`src/rtl/icmp_rx.sv`:
```
// ICMP receive parser: validates type/code/length/checksum and fires a reply trigger.
// Optional statistics counters are enabled by defining ICMP_RX_STATS_EN.
module icmp_rx #(
   parameter logic [15:0] P_MAX_LEN = 16'd1480,
   parameter logic [15:0] P_MIN_LEN = 16'd8
) (
   input  logic        i_clk,
   input  logic        i_rst,
   input  logic [7:0]  i_icmp_data,
   input  logic        i_icmp_valid,
   input  logic        i_icmp_last,
   output logic        o_trig_reply,
   output logic [15:0] o_trig_seq,
   output logic [15:0] o_trig_id
`ifdef ICMP_RX_STATS_EN
   ,
   output logic [15:0] o_rx_ok_cnt,
   output logic [15:0] o_rx_err_cnt
`endif
);

   typedef enum logic [1:0] {
      S_IDLE    = 2'd0,
      S_RECV    = 2'd1,
      S_DISCARD = 2'd2
   } state_t;

   state_t      r_state, w_state_nxt;
   logic [15:0] r_rx_cnt, w_rx_cnt_nxt;
   logic [31:0] r_sum, w_sum_nxt, w_sum_base;
   logic [7:0]  r_hi, w_hi_nxt;
   logic [7:0]  r_type, w_type_nxt;
   logic [7:0]  r_code, w_code_nxt;
   logic [15:0] r_id, w_id_nxt;
   logic [15:0] r_seq, w_seq_nxt;
   logic [15:0] w_idx, w_len, w_word;
   logic        w_snap, w_len_err;

   logic        r_p0_vld, r_p1_vld, r_p2_vld;
   logic [31:0] r_p0_sum;
   logic [16:0] r_p1_sum, r_p2_sum;
   logic        r_hdr_ok;
   logic [15:0] r_snap_id, r_snap_seq;
   logic        w_accept, w_reject;

   // Next-state, field capture and checksum accumulation per accepted byte
   always_comb begin
      w_state_nxt  = r_state;
      w_rx_cnt_nxt = r_rx_cnt;
      w_sum_nxt    = r_sum;
      w_hi_nxt     = r_hi;
      w_type_nxt   = r_type;
      w_code_nxt   = r_code;
      w_id_nxt     = r_id;
      w_seq_nxt    = r_seq;
      w_snap       = 1'b0;
      w_len_err    = 1'b0;
      // a byte seen in IDLE is always byte 0 of a fresh frame
      w_idx        = (r_state == S_IDLE) ? 16'd0 : r_rx_cnt;
      w_len        = w_idx + 16'd1;
      w_sum_base   = (r_state == S_IDLE) ? 32'd0 : r_sum;
      w_word       = w_idx[0] ? {r_hi, i_icmp_data} : {i_icmp_data, 8'h00};
      case (r_state)
         S_IDLE, S_RECV: begin
            if (i_icmp_valid) begin
               w_rx_cnt_nxt = w_len;
               w_hi_nxt     = i_icmp_data;
               case (w_idx)
                  16'd0:   w_type_nxt      = i_icmp_data;
                  16'd1:   w_code_nxt      = i_icmp_data;
                  16'd4:   w_id_nxt[15:8]  = i_icmp_data;
                  16'd5:   w_id_nxt[7:0]   = i_icmp_data;
                  16'd6:   w_seq_nxt[15:8] = i_icmp_data;
                  16'd7:   w_seq_nxt[7:0]  = i_icmp_data;
                  default: w_hi_nxt        = i_icmp_data;
               endcase
               if (w_idx[0] || i_icmp_last) begin
                  w_sum_nxt = w_sum_base + {16'd0, w_word};
               end else begin
                  w_sum_nxt = w_sum_base;
               end
               if (i_icmp_last) begin
                  w_state_nxt = S_IDLE;
                  if (w_len < P_MIN_LEN) begin
                     w_len_err = 1'b1;
                  end else begin
                     w_snap = 1'b1;
                  end
               end else if (w_len >= P_MAX_LEN) begin
                  w_state_nxt = S_DISCARD;
               end else begin
                  w_state_nxt = S_RECV;
               end
            end else begin
               w_state_nxt = r_state;
            end
         end
         S_DISCARD: begin
            if (i_icmp_valid && i_icmp_last) begin
               w_state_nxt = S_IDLE;
               w_len_err   = 1'b1;
            end else begin
               w_state_nxt = S_DISCARD;
            end
         end
         default: w_state_nxt = S_IDLE;
      endcase
   end

   // Receive state and captured-field registers
   always_ff @(posedge i_clk or posedge i_rst) begin
      if (i_rst) begin
         r_state  <= S_IDLE;
         r_rx_cnt <= 16'd0;
         r_sum    <= 32'd0;
         r_hi     <= 8'd0;
         r_type   <= 8'd0;
         r_code   <= 8'd0;
         r_id     <= 16'd0;
         r_seq    <= 16'd0;
      end else begin
         r_state  <= w_state_nxt;
         r_rx_cnt <= w_rx_cnt_nxt;
         r_sum    <= w_sum_nxt;
         r_hi     <= w_hi_nxt;
         r_type   <= w_type_nxt;
         r_code   <= w_code_nxt;
         r_id     <= w_id_nxt;
         r_seq    <= w_seq_nxt;
      end
   end

   // Check pipeline: snapshot, then two end-around-carry folds
   always_ff @(posedge i_clk or posedge i_rst) begin
      if (i_rst) begin
         r_p0_vld   <= 1'b0;
         r_p1_vld   <= 1'b0;
         r_p2_vld   <= 1'b0;
         r_p0_sum   <= 32'd0;
         r_p1_sum   <= 17'd0;
         r_p2_sum   <= 17'd0;
         r_hdr_ok   <= 1'b0;
         r_snap_id  <= 16'd0;
         r_snap_seq <= 16'd0;
      end else begin
         r_p0_vld <= w_snap;
         if (w_snap) begin
            r_p0_sum   <= w_sum_nxt;
            r_hdr_ok   <= (w_type_nxt == 8'd8) && (w_code_nxt == 8'd0);
            r_snap_id  <= w_id_nxt;
            r_snap_seq <= w_seq_nxt;
         end
         r_p1_vld <= r_p0_vld;
         r_p1_sum <= {1'b0, r_p0_sum[31:16]} + {1'b0, r_p0_sum[15:0]};
         r_p2_vld <= r_p1_vld;
         r_p2_sum <= {16'd0, r_p1_sum[16]} + {1'b0, r_p1_sum[15:0]};
      end
   end

   assign w_accept = r_p2_vld && (r_p2_sum == 17'h0FFFF) && r_hdr_ok;
   assign w_reject = r_p2_vld && !w_accept;

   // Registered trigger pulse and held request identifiers
   always_ff @(posedge i_clk or posedge i_rst) begin
      if (i_rst) begin
         o_trig_reply <= 1'b0;
         o_trig_seq   <= 16'd0;
         o_trig_id    <= 16'd0;
      end else begin
         o_trig_reply <= w_accept;
         if (w_accept) begin
            o_trig_seq <= r_snap_seq;
            o_trig_id  <= r_snap_id;
         end
      end
   end

`ifdef ICMP_RX_STATS_EN
   logic [15:0] r_ok_cnt, r_err_cnt;

   // Frame statistics; a length drop and a pipeline reject may land on the same edge
   always_ff @(posedge i_clk or posedge i_rst) begin
      if (i_rst) begin
         r_ok_cnt  <= 16'd0;
         r_err_cnt <= 16'd0;
      end else begin
         r_ok_cnt  <= r_ok_cnt + {15'd0, w_accept};
         r_err_cnt <= r_err_cnt + {15'd0, w_len_err} + {15'd0, w_reject};
      end
   end

   assign o_rx_ok_cnt  = r_ok_cnt;
   assign o_rx_err_cnt = r_err_cnt;
`endif

endmodule

```
`config.mk`:
```
export PLATFORM = sky130hd
export DESIGN_NAME = icmp_rx
export DESIGN_NICKNAME = d
export VERILOG_FILES = /design/src/rtl/icmp_rx.sv
export SDC_FILE = /design/constraint.sdc
export NUM_CORES = 1
export LEC_CHECK = 0
export CAP_MARGIN = 10
export CORE_MARGIN = 3
export CORE_UTILIZATION = 45
export DETAILED_ROUTE_END_ITERATION = 10
export HOLD_SLACK_MARGIN = 0.06
export PLACE_DENSITY_LB_ADDON = 0.25
export SETUP_SLACK_MARGIN = 0.02
export SLEW_MARGIN = 15
export SYNTH_ARGS = -nofsm -noshare
export SYNTH_HDL_FRONTEND = slang
export SYNTH_SLANG_ARGS = --single-unit
```
`constraint.sdc`:
```
create_clock -name i_clk -period 10.5 [get_ports i_clk]
set_input_delay 2.1 -clock i_clk [delete_from_list [all_inputs] [get_ports i_clk]]
set_output_delay 2.1 -clock i_clk [all_outputs]
set_load 0.005 [all_outputs]
```
* After elaboration in Yosys (flattened, before gate mapping)
Cells that the tools add are included.
** Storage, ports and cells
- Output and inout port bits :: 33
- Logic and storage cells :: 75
- Bits in registers :: 241
- Input port bits :: 12
** Operators by class
- Equality and inequality tests :: 10
- Add/sub/neg operators :: 4
- Reduce and logical (&&, ||, !) cells :: 10
- Mux-type cells :: 29
- $lt $le $gt $ge :: 2
** Operator list (count)
- two-way mux 32 bit :: 4
- two-way mux 16 bit :: 6
- two-way mux 8 bit :: 10
- == test 16 x 3 -> 1 bit, second input constant :: 4
- adder 32 x 16 -> 32 bit :: 1
- adder 1 x 16 -> 17 bit :: 1
- adder 16 x 16 -> 17 bit :: 1
- == test 17 x 16 -> 1 bit, second input constant :: 1
- adder 16 x 1 -> 16 bit, second input constant :: 1
- == test 16 x 1 -> 1 bit, second input constant :: 1
- greater-or-equal comparator 16 x 11 -> 1 bit, second input constant :: 1
- logical NOT 16 bit :: 1
- < comparator 16 x 4 -> 1 bit, second input constant :: 1
- == test 8 x 4 -> 1 bit, second input constant :: 1
- logical NOT 8 bit :: 1
- two-way mux 2 bit :: 4
- logical AND 1 bit :: 4
- two-way mux 1 bit :: 4
- one-hot mux 2 bit (2 select lines) :: 1
- == test 2 x 1 -> 1 bit, second input constant :: 1
- == test 2 bit, second input constant :: 1
- logical NOT 2 bit :: 1
- != test 2 bit, second input constant :: 1
- AND reduction 2 bit :: 1
- 2 further kinds :: 2

* Depth between registers and ports, before layout
Gate-level depths: netlist of run 1.
- Depth in word-level cells :: 8
- Gate-level depth with buffers :: 17
- Depth with buffers taken out :: 13

* Least setup slack after synthesis of run 1
No wires, ideal clock.
- Kind :: in2reg
- Start point :: input port i_icmp_data[0]
- End point :: register r_p0_sum[26]
- Data required time :: 10.375 ns
- Arrival time :: 4.870 ns
- Path slack :: 5.504 ns
- Cell stages on the path :: 13
- Library setup time :: 0.125 ns
- Path buffers :: 2
- Cells stage by stage :: clkbuf_1 and3_1 ha_1 fa_1 a211oi_1 o21ai_0 a31oi_1 o21ai_1 a31o_2 clkbuf_1 o311ai_0 xor2_1 mux2_4
** On the way
- Word-level cells in the longest chain between the ends :: 5
** RTL lines
- start: declaration :: RTL line 9 : input logic [7:0] i_icmp_data,
- two-way mux 16 bit :: RTL line 62 : w_word = w_idx[0] ? {r_hi, i_icmp_data} : {i_icmp_data, 8'h00};
- adder 32 x 16 -> 32 bit :: RTL line 78 : w_sum_nxt = w_sum_base + {16'd0, w_word};
- two-way mux 32 bit :: RTL line 77 : if (w_idx[0] || i_icmp_last) begin
- two-way mux 32 bit :: RTL line 65 : if (i_icmp_valid) begin
- two-way mux 32 bit :: RTL line 63 : case (r_state)
- named net w_sum_nxt[26] :: RTL line 30 : logic [31:0] r_sum, w_sum_nxt, w_sum_base;
- end signal: assignment :: RTL line 148 : r_p0_sum <= w_sum_nxt;
- end: declaration :: RTL line 40 : logic [31:0] r_p0_sum;
The timed path passes the listed nets, and every way through them passes these cells.
A chain may end at the register's enable or synchronous reset.

* Worst setup path in the final report of run 1
- Start point :: input port i_icmp_data[0]
- End point :: register r_p0_sum[28]
The elaborated chain is that of the path after synthesis.

==> impl_metrics.tcl, run 1 <==
set metrics [dict create \
    rsz0062_at_grt "false" \
    portBuffers 44 \
    yosys-top-cells-area "dfrtp_1, mux2_4, nand2_1, mux2_2, ha_1" \
    yosys.cell_types.count 69 \
    drtIter0Drc 412 \
    p_per_area_nw_per_um2 193 \
    vias 7798 \
    status "complete, no violations" \
    start_util 0.462 \
    crit_slowest_cell "clkdlybuf4s50_1" \
    worstSetupStartpointType "input pin" \
    synth_async_sr_flop_share 1.00 \
    hold_viol 0 \
    viasPerCell 5.45 \
    nets 1133 \
    post_cts_buffers 0 \
    first_pass_iters 5 \
    core_area_um2 25400 \
    timing.final.crit_share 0.508 \
    grt_pass1_vias 7579 \
    p_leak_uw 0.00640 \
    whs_path_depth 0 \
    ff2ff_setup_slack_ps 5650 \
    drc 0 \
    critPathRequiredTime_ps 10920 \
    grt_max_degree 111 \
    dpl_worst_slack_ps 4680 \
    gp_congestion 0.843 \
    finalSetupTns_ps 0 \
    die_h_um 167 \
    cts_buffers 26 \
    finalSetupViolations 0 \
    period_minus_slack_ps 5330 \
    hp-class "reg -> reg" \
    clkSlewWorstSetupHoldPaths_ps 60 \
    ios 45 \
    rows 58 \
    grt_pass1_wl_mm 40.8 \
    grt_usage 0.176 \
    ff2ff_path_depth 11 \
    synth-seq-cells 241 \
    synth_ff_type "dfrtp_1" \
    critical-path-max-stage-delay_ps 640 \
    die_w_um 167 \
    cp_max_fo 10 \
    synth_fp_nets 1098 \
    syn_inst 1046 \
    timing.rr.end "r_p0_sum[10]$_DFFE_PP0P_" \
    crit_path_end_kind "flop" \
    clock_latency_ps 540 \
    synth_warnings 0 \
    worst_pin_slew_ps 984 \
    clockBufferDepth 3 \
    place_hpwl_mm 16.2 \
    h-tree-depth 1 \
    root_buffer "clkbuf_16" \
    die-area_um2 28000 \
    worstReg2RegStart "r_state[0]$_DFFE_PP0P_" \
    nFillCells 2225 \
    slew_headroom 0.344 \
    syn_to_final_growth_pct 13.9 \
    min_delay_worst_endpoint "r_p2_vld$_DFF_PP0_" \
    drv_slew 0 \
    crit_chain "clkdlybuf4s50_1 > and3_1 > ha_1 > fa_1 > a211oi_1 > o21ai_0 > a31oi_1 > o21ai_1 > a31o_2 > o311ai_0 > xor2_1 > mux2_4" \
    antenna_found_initial 0 \
    yosys.area.top_type_share 0.514 \
    cap_violations 0 \
    hp-start "r_p1_vld$_DFF_PP0_" \
    hold_buffers 0 \
    antenna_left 0 \
    whs_ps 348 \
    clock-sinks 241 \
    cp_data_arrival_time_ps 5750 \
    worst_clock_skew_ps 13.8 \
    crit_type "in -> reg" \
    overflow 0 \
    drive_above_1_share 0.167 \
    routed_wl_mm 24.4 \
    cts.repair.resized 0 \
    insertedDiodeCount 0 \
    synth_area_leader_cell "dfrtp_1" \
    synth_area_um2 11700 \
    ir_drop_mv 0.126 \
    routedWlPerCell_um 17.0 \
    cts_tree "done" \
    syn_avg_cell_area_um2 11.2 \
    fin_ws_ps 5170 \
    yosysSeqAreaShare 0.514 \
    fmax_mhz 188 \
    synth-edff-count 0 \
]
cell families after synthesis:
group                      Yosys count  synth area share
AOI/OAI and AO/OA                  160            0.0906
adders and majority gates           40            0.0440
and+or+nand+nor                    372             0.154
xor gates and xnor gates            54            0.0403
DFF                                241             0.514
muxes                              119             0.133
buffers and inverters               60            0.0243
worst max-delay path: cells and delay by family:
kind                       cells  cell delay [ps]
AOI/OAI and AO/OA              6             1660
xor gates and xnor gates       1              150
adders and majority gates      2              660
buffers and inverters          1              640
muxes                          1              270
and+or+nand+nor                1              270
routing by layer:
layer,wire (um),track usage,part of all wire,up-vias
met1,12200,0.265,0.50,3890
met2,10800,0.273,0.44,128
met3,835,0.0222,0.034,39
li1,-,-,-,3741
met5,0,0,0,-
met4,543,0.0430,0.022,0
worst max path at each step:
stage / start / to / slack, ps / cells after the start
floorplan: i_rst / o_trig_id[0]$_DFFE_PP0P_ / 1780 / 1
global placement: i_icmp_data[0] / r_p0_sum[30]$_DFFE_PP0P_ / 4760 / 12
detailed placement: i_icmp_data[0] / r_p0_sum[28]$_DFFE_PP0P_ / 4680 / 12
CTS: i_icmp_data[0] / r_p0_sum[28]$_DFFE_PP0P_ / 5230 / 12
global route: i_icmp_data[0] / r_p0_sum[26]$_DFFE_PP0P_ / 4880 / 12
finish: i_icmp_data[0] / r_p0_sum[28]$_DFFE_PP0P_ / 5170 / 12
synthesized netlist by cell type (9+ instances only):
library cell  number
xnor2_1           37
nand3_1           22
a31oi_1           11
mux2_2            57
mux2_4            59
ha_1              38
o21ai_0           32
nand4_1           16
a21o_1             9
o21a_1             9
a21oi_1           39
and2_1            27
clkbuf_1          33
nor2_1            28
nand2_1          187
a22o_1            12
xor2_1            17
nor3_1            19
dfrtp_1          241
inv_1             11
and3_1            24
power by group:
part	switching, uW	leakage [uW]	internal [uW]
clock network	372	0.000440	596
registers	92.8	0.00326	1080
logic	226	0.00271	210
placed cells by master (no fill, tap or decap), types with 5 or more instances in the layout:
master,Yosys,routed
a21oi_1,39,39
nor2b_1,7,7
inv_1,11,10
clkbuf_8,0,6
and3_1,24,24
and4_1,5,5
clkbuf_16,0,26
o31ai_1,8,7
buf_4,3,11
mux2_2,57,57
a21o_1,9,9
and2_1,27,27
dfrtp_1,241,241
nand4_1,16,16
o21ai_1,6,6
xnor2_1,37,37
o21a_1,9,9
nor2_1,28,28
mux2_4,59,59
o21ai_0,32,32
nand2b_1,8,8
ha_1,38,38
nor3_1,19,19
a22o_1,12,12
nand2_1,187,187
a31oi_1,11,11
nand3_1,22,22
or3_1,5,5
a211oi_1,5,5
clkdlybuf4s50_1,0,44
xor2_1,17,17
final cells by class:
type / instances / area, um^2 / area share
Tap cell: 330 / 413 / 0.0309
Clock buffer: 36 / 748 / 0.0560
Multi-Input combinational cell: 745 / 5420 / 0.405
Sequential cell: 241 / 6030 / 0.451
Clock inverter: 11 / 176 / 0.0132
Timing Repair Buffer: 55 / 523 / 0.0391
Inverter: 12 / 52.6 / 0.00393
registers in the layout, indices dropped and copies added (netlist names), 17 cells and up:
register,flops
r_p0_sum,32
r_sum,32
r_p1_sum,17
r_p2_sum,17
stage by stage:
step	cell area (um^2)	util	power, uW	std cells
finish	13400	0.526	2580	1430
global route	13400	0.526	2710	1430
CTS	13400	0.526	2600	1430
detailed placement	12400	0.490	1620	1383
global placement	12400	0.490	1610	1383
floorplan	11700	-	1500	1046
No activity file was read; power rests on OpenSTA's default activity.
==> run 2, diff against run 1 <==
==> constraint.sdc (replaced) <==
create_clock -name i_clk -period 5.3 [get_ports i_clk]
set_input_delay 1.06 -clock i_clk [delete_from_list [all_inputs] [get_ports i_clk]]
set_output_delay 1.06 -clock i_clk [all_outputs]
set_load 0.005 [all_outputs]
==> impl_metrics.tcl, run 2 (synthesis results as in run 1) <==
set metrics [dict create \
    rows 58 \
    viasPerCell 5.40 \
    fmax_mhz 233 \
    crit_path_end_kind "flop" \
    crit_type "reg -> reg" \
    cts_buffers 27 \
    top_regs "r_p0_sum x32, r_sum x32" \
    place_hpwl_mm 16.8 \
    die_h_um 167 \
    clockBufferDepth 3 \
    worst_pin_slew_ps 850 \
    period_minus_slack_ps 4290 \
    ios 45 \
    die_w_um 167 \
    hp-class "reg -> reg" \
    final_cell_mix "dfrtp_1, nand2_1, mux2_4, mux2_2, clkdlybuf4s50_1" \
    nFillCells 2260 \
    start_util 0.462 \
    routed_wl_mm 24.6 \
    finalSetupViolations 0 \
    register_area_um2 6030 \
    grt_max_degree 137 \
    ir_drop_mv 0.208 \
    hold_viol 0 \
    grt_usage 0.179 \
    cp_data_arrival_time_ps 4700 \
    cts_tree "done" \
    grt_pass1_vias 7924 \
    root_buffer "clkbuf_16" \
    slew_headroom 0.426 \
    clock_latency_ps 530 \
    hold_buffers 0 \
    timing.final.crit_share 0.809 \
    worstReg2RegStart "r_state[0]$_DFFE_PP0P_" \
    layout_commonest_cell "dfrtp_1" \
    grt_pass1_wl_mm 41.7 \
    worstSetupStartpointType "flop" \
    critical-path-max-stage-delay_ps 600 \
    h-tree-depth 1 \
    worst_clock_skew_ps 11.6 \
    overflow 0 \
    critPathRequiredTime_ps 5710 \
    post_cts_buffers 0 \
    finalSetupTns_ps 0 \
    routedWlPerCell_um 17.0 \
    drtIter0Drc 454 \
    crit_chain "or2_1 > and2_0 > ha_1 > nand4_1 > nor4_2 > xnor2_1 > nor2_1 > nor4_1 > a21oi_4 > buf_12 > mux2_4" \
    clock-sinks 241 \
    startpoint "r_state[0]$_DFFE_PP0P_" \
    cap_violations 0 \
    drv_slew 0 \
    whs_ps 351 \
    gp_congestion 0.844 \
    cts.repair.resized 0 \
    core_area_um2 25400 \
    portBuffers 44 \
    status "complete, no violations" \
    nets 1143 \
    drive_above_1_share 0.175 \
    clkSlewWorstSetupHoldPaths_ps 60 \
    whs_path_depth 0 \
    first_pass_iters 5 \
    antenna_found_initial 0 \
    cp_max_fo 40 \
    ff2ff_path_depth 11 \
    rsz0062_at_grt "false" \
    syn_to_final_growth_pct 14.7 \
    vias 7783 \
    drc 0 \
    p_per_area_nw_per_um2 379 \
    antenna_left 0 \
    crit_slowest_cell "nor4_1" \
    insertedDiodeCount 0 \
    multiInputGateArea_um2 5430 \
    die-area_um2 28000 \
    hp-start "r_p0_vld$_DFF_PP0_" \
    p_leak_uw 0.00646 \
]
## run 2: layout make-up
type | count | area share
Sequential cell | 241 | 0.448
Multi-Input combinational cell | 745 | 0.403
Clock buffer | 34 | 0.0537
Timing Repair Buffer | 64 | 0.0458
Tap cell | 330 | 0.0307
Clock inverter | 16 | 0.0147
Inverter | 12 | 0.00363
## run 2: report_power, final
group	internal, uW	switching [uW]	total, uW	leakage, uW
registers	2140	182	2320	0.00326
clock network	1170	750	1920	0.000455
logic	422	447	869	0.00275
total	3720	1380	5100	0.00646
## run 2: per-layer routing
| layer | GRT usage | wire length, um |
|---|---|---|
| met1 | 0.256 | 12000 |
| met2 | 0.291 | 11400 |
| met3 | 0.0194 | 675 |
| met4 | 0.0505 | 517 |
| met5 | 0 | 0 |
## run 2: critical path: cells and delay by family (launching register included)
kind            cells  cell delay [ps]
compound gates      1              350
xor+xnor            1              180
fa+ha+maj           1              340
buf+inv             1              290
flops               1              510
mux                 1              330
simple gates        6             2120
## run 2: path summary, 6_finish.rpt
kind | slack, ps | end
setup / recovery | 1010 | r_snap_seq[14]$_DFFE_PP0P_
hold / removal | 350 | r_p1_vld$_DFF_PP0_
setup reg to reg | 1010 | r_snap_seq[14]$_DFFE_PP0P_
hold reg to reg | 350 | r_p1_vld$_DFF_PP0_
max in group asynchronous | 3220 | o_trig_seq[3]$_DFFE_PP0P_
min in group asynchronous | 970 | r_p0_sum[1]$_DFFE_PP0P_
## run 2: metrics by stage
stage	util	instance area, um^2	setup slack, ps	power [uW]	std cells
floorplan	-	11700	1080	2980	1046
global placement	0.493	12500	782	3200	1392
detailed placement	0.493	12500	703	3220	1392
CTS	0.529	13400	993	5160	1442
global route	0.530	13500	670	5380	1442
finish	0.530	13500	1010	5100	1442
